`src/rtl/alu_pkg.sv`:
```
// Shared ALU definitions: divider FSM state encoding and the divide-by-zero quotient constant.
package alu_pkg;

  typedef enum logic [1:0] {
    IDLE = 2'd0,
    RUN  = 2'd1,
    DONE = 2'd2
  } div_state_e;

  localparam int unsigned DIV_MAX_W = 64;

  // Quotient reported on divide-by-zero; callers truncate it to their operand width.
  localparam logic [DIV_MAX_W-1:0] DIV_DBZ_QUOTIENT = '1;

endpackage

```
`src/rtl/div_step.sv`:
```
// One restoring-division iteration: shift {rem, quo} left, trial-subtract the divisor,
// keep the difference when it is non-negative, otherwise restore.
module div_step #(
  parameter int unsigned W = 4
) (
  input  logic [W-1:0] rem_i,
  input  logic [W-1:0] quo_i,
  input  logic         dividend_bit_i,
  input  logic [W-1:0] divisor_i,
  output logic [W-1:0] rem_o,
  output logic [W-1:0] quo_o
);

  // Extra MSB holds the sign of the trial subtraction; the shifted remainder may need W+1 bits.
  logic [W+1:0] trial;
  logic         ge;

  always_comb begin
    trial = {1'b0, rem_i, dividend_bit_i} - {2'b00, divisor_i};
    ge    = ~trial[W+1];
    quo_o = W'({quo_i, ge});
    if (ge) begin
      rem_o = W'(trial);
    end else begin
      rem_o = W'({rem_i, dividend_bit_i});
    end
  end

endmodule

```
`src/rtl/seq_divider.sv`:
```
// Iterative radix-2 restoring divider, one quotient bit per clock, valid/ready on both sides.
// Define DIV_SIGNED_EN for two's-complement operands (magnitude divide plus sign fix-up).
module seq_divider
  import alu_pkg::*;
#(
  parameter int unsigned W = 4
) (
  input  logic         clk,
  input  logic         rst,
  input  logic         in_valid,
  output logic         in_ready,
  input  logic [W-1:0] dividend,
  input  logic [W-1:0] divisor,
  output logic         out_valid,
  input  logic         out_ready,
  output logic [W-1:0] quotient,
  output logic [W-1:0] remainder,
  output logic         div_by_zero
);

  localparam int unsigned CW = (W > 1) ? $clog2(W) : 1;

  div_state_e    state_q;
  logic [CW-1:0] cnt_q;
  logic [W-1:0]  dvd_q;
  logic [W-1:0]  dvs_q;
  logic [W-1:0]  rem_q;
  logic [W-1:0]  quo_q;
  logic          dbz_q;
  logic          in_ready_q;
  logic          out_valid_q;
  logic [W-1:0]  quotient_q;
  logic [W-1:0]  remainder_q;
  logic          div_by_zero_q;

  logic [W-1:0]  rem_d;
  logic [W-1:0]  quo_d;
  logic [W-1:0]  dvd_mag;
  logic [W-1:0]  dvs_mag;
  logic [W-1:0]  res_quo;
  logic [W-1:0]  res_rem;
  logic          accept;

  assign accept = in_valid & in_ready_q;

`ifdef DIV_SIGNED_EN
  logic neg_quo_q;
  logic neg_rem_q;

  // Magnitudes feed the unsigned core; MIN maps onto 2^(W-1), which still fits in W bits.
  always_comb begin
    dvd_mag = dividend;
    dvs_mag = divisor;
    if (dividend[W-1]) dvd_mag = ~dividend + W'(1);
    if (divisor[W-1])  dvs_mag = ~divisor + W'(1);
  end

  always_comb begin
    res_quo = quo_q;
    res_rem = rem_q;
    if (neg_quo_q) res_quo = ~quo_q + W'(1);
    if (neg_rem_q) res_rem = ~rem_q + W'(1);
  end

  always_ff @(posedge clk) begin
    if (rst) begin
      neg_quo_q <= 1'b0;
      neg_rem_q <= 1'b0;
    end else if (state_q == IDLE && accept) begin
      neg_quo_q <= dividend[W-1] ^ divisor[W-1];
      neg_rem_q <= dividend[W-1];
    end
  end
`else
  assign dvd_mag = dividend;
  assign dvs_mag = divisor;
  assign res_quo = quo_q;
  assign res_rem = rem_q;
`endif

  div_step #(
    .W(W)
  ) u_step (
    .rem_i          (rem_q),
    .quo_i          (quo_q),
    .dividend_bit_i (dvd_q[W-1]),
    .divisor_i      (dvs_q),
    .rem_o          (rem_d),
    .quo_o          (quo_d)
  );

  // Control FSM; DONE spends its first cycle loading the result, then holds it until taken.
  always_ff @(posedge clk) begin
    if (rst) begin
      state_q       <= IDLE;
      cnt_q         <= '0;
      dvd_q         <= '0;
      dvs_q         <= '0;
      rem_q         <= '0;
      quo_q         <= '0;
      dbz_q         <= 1'b0;
      in_ready_q    <= 1'b1;
      out_valid_q   <= 1'b0;
      quotient_q    <= '0;
      remainder_q   <= '0;
      div_by_zero_q <= 1'b0;
    end else begin
      case (state_q)
        IDLE: begin
          if (accept) begin
            in_ready_q <= 1'b0;
            rem_q      <= '0;
            quo_q      <= '0;
            dvs_q      <= dvs_mag;
            cnt_q      <= CW'(W - 1);
            if (divisor == '0) begin
              // Raw dividend is kept so it can be returned as the remainder.
              dbz_q   <= 1'b1;
              dvd_q   <= dividend;
              state_q <= DONE;
            end else begin
              dbz_q   <= 1'b0;
              dvd_q   <= dvd_mag;
              state_q <= RUN;
            end
          end
        end
        RUN: begin
          rem_q <= rem_d;
          quo_q <= quo_d;
          dvd_q <= {dvd_q[W-2:0], 1'b0};
          if (cnt_q == '0) begin
            state_q <= DONE;
          end else begin
            cnt_q <= cnt_q - CW'(1);
          end
        end
        DONE: begin
          if (!out_valid_q) begin
            out_valid_q <= 1'b1;
            if (dbz_q) begin
              quotient_q    <= W'(DIV_DBZ_QUOTIENT);
              remainder_q   <= dvd_q;
              div_by_zero_q <= 1'b1;
            end else begin
              quotient_q    <= res_quo;
              remainder_q   <= res_rem;
              div_by_zero_q <= 1'b0;
            end
          end else if (out_ready) begin
            out_valid_q <= 1'b0;
            in_ready_q  <= 1'b1;
            state_q     <= IDLE;
          end
        end
        default: begin
          state_q <= IDLE;
        end
      endcase
    end
  end

  assign in_ready    = in_ready_q;
  assign out_valid   = out_valid_q;
  assign quotient    = quotient_q;
  assign remainder   = remainder_q;
  assign div_by_zero = div_by_zero_q;

endmodule

```
`config.mk`:
```
export PLATFORM = sky130hd
export DESIGN_NAME = seq_divider
export DESIGN_NICKNAME = d
export VERILOG_FILES = /design/src/rtl/alu_pkg.sv /design/src/rtl/div_step.sv /design/src/rtl/seq_divider.sv
export SDC_FILE = /design/constraint.sdc
export NUM_CORES = 1
export LEC_CHECK = 0
export CORE_MARGIN = 2
export CORE_UTILIZATION = 33
export DETAILED_ROUTE_END_ITERATION = 16
export PLACE_DENSITY = 0.59
export SYNTH_ARGS = -nofsm -noshare
export SYNTH_HDL_FRONTEND = slang
export SYNTH_SLANG_ARGS = --single-unit
```
`constraint.sdc`:
```
create_clock -name clk -period 2.15 [get_ports clk]
set_input_delay 0.43 -clock clk [delete_from_list [all_inputs] [get_ports clk]]
set_output_delay 0.43 -clock clk [all_outputs]
set_load 0.1 [all_outputs]
```
==> impl_summary.md <==
Timing
Measured against its own limit, the worst slew margin works out to 64.1%. The final sum of negative setup slack is 0 ps. Setup repair after global routing left no endpoint under its margin. The number of hold violations in the final report is 0. Derived from the worst setup path, the maximum achievable clock frequency is 0.555 GHz. The max-slew violation count is 0.

The setup violation total in the final timing report is 0. The clock period could shrink to 1800 ps. For the pin with the worst max-slew slack, the measured transition is 533 ps.

The clock arrives with 5.73 ps of skew. The share of the clock period used by the worst path is 83.9%. The final hold slack is 466 ps.

Final layout
The area of combinational cells with multiple inputs is 793 um^2. From synthesis to final layout, the design area changed by 23.3%. Summing all flip-flop and latch instances after layout gives 641 um^2. The final instance area is 1860 um^2. The antenna diode instance count is 0. The share of layout cells above drive strength 1 is 12.9%. After the last flow step, the layout net total stands at 219. The final-layout fill cell count is 456.

Synthesis
The mean cell area of the mapped netlist is 8.57 um^2. The post-synthesis register bit count is 32. The post-synthesis instance total is 176. The number of different library cells used by synthesis comes to 38.

After synthesis the cells add up to 1510 um^2. When the netlist entered floorplanning its net count stood at 194. Summing the sequential cell areas from Yosys gives 42.5% of the chip area.

The total number of yosys warnings is 0.

Routing
Dividing the detail-routed via count by the number of cells gives 4.95. The number of design rule violations left after detail routing is 0. The count of vias placed by the detailed router is 1,258. The per-cell routed wire length is 12.2 um. The routed design has 3.10 mm of wire. The initial detailed-routing violation count is 46. The number of nets with antenna violations after routing is 0.

Before antenna repair, the detailed router went through 4 iterations.

Setup path
The count of buffer and inverter cells on the critical path is 0. STA classifies the critical path endpoint as a register. Among cell families on the critical path, the largest total delay comes from compound AO/OA/AOI/OAI gates. The required time of the critical path is 2330 ps. The slowest library cell on the worst path is sky130_fd_sc_hd__dfxtp_1. For the worst setup path, the data arrival time is 1990 ps. The signal on the critical path passes through ha_1, nor2b_1, o31a_1, or3_1, a32o_1.

Of all nets on the critical path, the largest fanout is 5. In this design, the stage delay of the slowest critical-path cell is 440 ps. The critical path in this run is classified as reg -> reg. The startpoint class of the critical path is a register.

Die
In this run the vertical extent of the chip is 71.6 um. The die outline area is 5130 um^2. For this design the top-level I/O count stands at 23.

After floorplanning, the core was sized to cover 4380 um^2. In this run the core area contains 24 standard-cell rows. The die boundary width is 71.6 um. The starting utilization of the core area is 34.4%.

Global routing
For this run the aggregate overflow at the end of global routing stands at 0. The first global-routing pass estimated 5.27 mm of wire. The via count of the first global-routing pass is 1,120. The largest net degree at the start of global routing is 18. The global-route total usage across every layer is 13.4%. The number of antenna violations at the first check in global routing was 0.

Placed design
The weighted congestion at the end of routability-driven global placement is 0.770. In this run the cell area measured after placement is 1750 um^2. The quantity of I/O buffers inserted on ports is 22.

The HPWL reported at the end of detailed placement is 2.25 mm.

Clocking
The H-tree depth is 2. At the later pin of the worst-skew pair, clock insertion delay measures 290 ps. The clock buffer count from CTS is 5. The number of buffers inserted to repair setup after CTS is 0.

CTS saw 32 sinks. After clock tree synthesis, the clock-pin slew on the worst setup and hold paths is 70 ps. TritonCTS built the clock tree. The number of buffers on the longest clock path is 2. The number of resized instances in the post-cts repair step is 0. CTS placed an instance of sky130_fd_sc_hd__clkbuf_8 at the clock tree root. After clock tree synthesis, the flow added hold-fix buffers numbering 0.

Power
The leakage power is 0.000692 uW. The largest vdd supply drop is 0.311 mV. For this design the ratio of total power to cell area is 1030 nW/um^2.

Hold path
The tightest min-delay check is of the reg -> reg type.

Flow run
The max-capacitance violation count is 0.

Outcome
The flow ran to the end, and the final reports show no timing, DRC or antenna violations.
## flip-flops by register name, summed over array words and instances, names as in the netlist
signal / cells
state_q: 2
out_valid: 1
quo_q: 4
dbz_q: 1
dvs_q: 4
cnt_q: 2
in_ready: 1
rem_q: 4
dvd_q: 4
div_by_zero: 1
remainder: 4
quotient: 4
## logic make-up (layout without fill, tap and decap cells)
family | count (synthesis) | count (layout) | synth area share (%)
multiplexers | 8 | 8 | 5.31
AO/OA/AOI/OAI | 42 | 42 | 19.4
adder cells (fa/ha/maj) | 6 | 6 | 5.48
AND/OR/NAND/NOR | 71 | 71 | 21.8
buffers and inverters | 16 | 42 | 4.90
flip-flops | 32 | 32 | 42.5
XOR/XNOR | 1 | 1 | 0.581
## report_power, final
part / leakage [uW] / internal (uW) / switching, uW
combinational: 0.000376 / 205 / 427
clock: 0.0000552 / 344 / 222
sequential: 0.000261 / 662 / 64.0
total: 0.000692 / 1210 / 713
## path summary, 6_finish.rpt
check	from	depth (start not counted)	slack, ps	to
setup / recovery	rem_q[0]	5	350	rem_q[2]
hold / removal	cnt_q[0]	1	470	cnt_q[0]
setup reg to reg	rem_q[0]	5	350	rem_q[2]
hold reg to reg	cnt_q[0]	1	470	cnt_q[0]
## metrics by stage
| step | power [uW] | cells | utilization (%) | setup WS (ps) |
|---|---|---|---|---|
| 2_1_floorplan | 1240 | 176 | - | 257 |
| 3_3_place_gp | 1370 | 246 | 40.0 | 237 |
| 3_5_place_dp | 1370 | 246 | 40.0 | 206 |
| 4_1_cts | 1940 | 254 | 42.4 | 338 |
| 5_1_grt | 2030 | 254 | 42.4 | 202 |
| 6_report | 1920 | 254 | 42.4 | 347 |
## layout by cell type, fill, tap and decap left out, types with 3 or more instances in the layout
master,synthesis,final
sky130_fd_sc_hd__clkdlybuf4s50_1,0,11
sky130_fd_sc_hd__ha_1,5,5
sky130_fd_sc_hd__nor2_1,41,41
sky130_fd_sc_hd__o21ai_0,6,6
sky130_fd_sc_hd__a211oi_1,11,11
sky130_fd_sc_hd__dfxtp_1,32,32
sky130_fd_sc_hd__nand3_1,3,3
sky130_fd_sc_hd__a22oi_1,4,4
sky130_fd_sc_hd__buf_4,1,15
sky130_fd_sc_hd__nand2_1,11,11
sky130_fd_sc_hd__inv_1,8,8
sky130_fd_sc_hd__a311oi_1,3,3
sky130_fd_sc_hd__clkbuf_8,0,5
sky130_fd_sc_hd__mux2i_1,8,8
sky130_fd_sc_hd__a21oi_1,8,8
sky130_fd_sc_hd__nor2b_1,3,3
## Yosys cell counts
cell                        n  share of area (%)
sky130_fd_sc_hd__a32o_1     2                1.3
sky130_fd_sc_hd__nor2_1    41                 10
sky130_fd_sc_hd__nor4_1     2               0.83
sky130_fd_sc_hd__o31a_1     1               0.58
sky130_fd_sc_hd__fa_1       1                1.3
sky130_fd_sc_hd__nand2_1   11                2.7
sky130_fd_sc_hd__or2_0      1               0.42
sky130_fd_sc_hd__o211ai_1   2                1.0
sky130_fd_sc_hd__a21oi_1    8                2.7
sky130_fd_sc_hd__nand3_1    3                1.0
sky130_fd_sc_hd__a211oi_1  11                5.5
sky130_fd_sc_hd__nand4_1    1               0.42
sky130_fd_sc_hd__nor4b_1    1               0.58
sky130_fd_sc_hd__or3_1      1               0.42
sky130_fd_sc_hd__o31ai_1    1               0.50
sky130_fd_sc_hd__nand2b_2   1               0.58
sky130_fd_sc_hd__nor3_1     1               0.33
sky130_fd_sc_hd__buf_2      2               0.66
sky130_fd_sc_hd__nor2b_1    3                1.2
sky130_fd_sc_hd__and2b_1    1               0.50
sky130_fd_sc_hd__or2_2      1               0.42
sky130_fd_sc_hd__xnor2_1    1               0.58
sky130_fd_sc_hd__o21ba_2    1               0.66
sky130_fd_sc_hd__nand2b_1   1               0.42
sky130_fd_sc_hd__ha_1       5                4.1
sky130_fd_sc_hd__nor3_4     1                1.1
sky130_fd_sc_hd__o21a_1     1               0.50
sky130_fd_sc_hd__clkbuf_1   4                1.0
sky130_fd_sc_hd__buf_6      1               0.75
sky130_fd_sc_hd__o21bai_1   2                1.0
sky130_fd_sc_hd__buf_4      1               0.50
sky130_fd_sc_hd__o21ai_0    6                2.0
sky130_fd_sc_hd__dfxtp_1   32                 42
sky130_fd_sc_hd__mux2i_1    8                5.3
sky130_fd_sc_hd__inv_1      8                2.0
sky130_fd_sc_hd__a311oi_1   3                1.7
sky130_fd_sc_hd__a22oi_1    4                2.0
sky130_fd_sc_hd__nor4bb_1   1               0.66
## cell type report
cell class                 instances  share of cell area, %
sequential                        32                   34.5
inverter                           8                   1.62
multi-input combinational        128                   42.7
timing repair buffer              26                   12.0
clock buffer                       6                   3.90
clock inverter                     2                   1.88
tap                               52                   3.50
## per-layer routing
layer  vias to the layer above  share of wire [%]  track usage, %
met3                         6                4.8            4.36
met5                         -                  0               0
met2                        21                 41            19.3
li1                        678                  -               -
met4                         0                2.2            6.92
met1                       553                 52            17.8
Note: power is estimated with default switching activity, not from simulation.
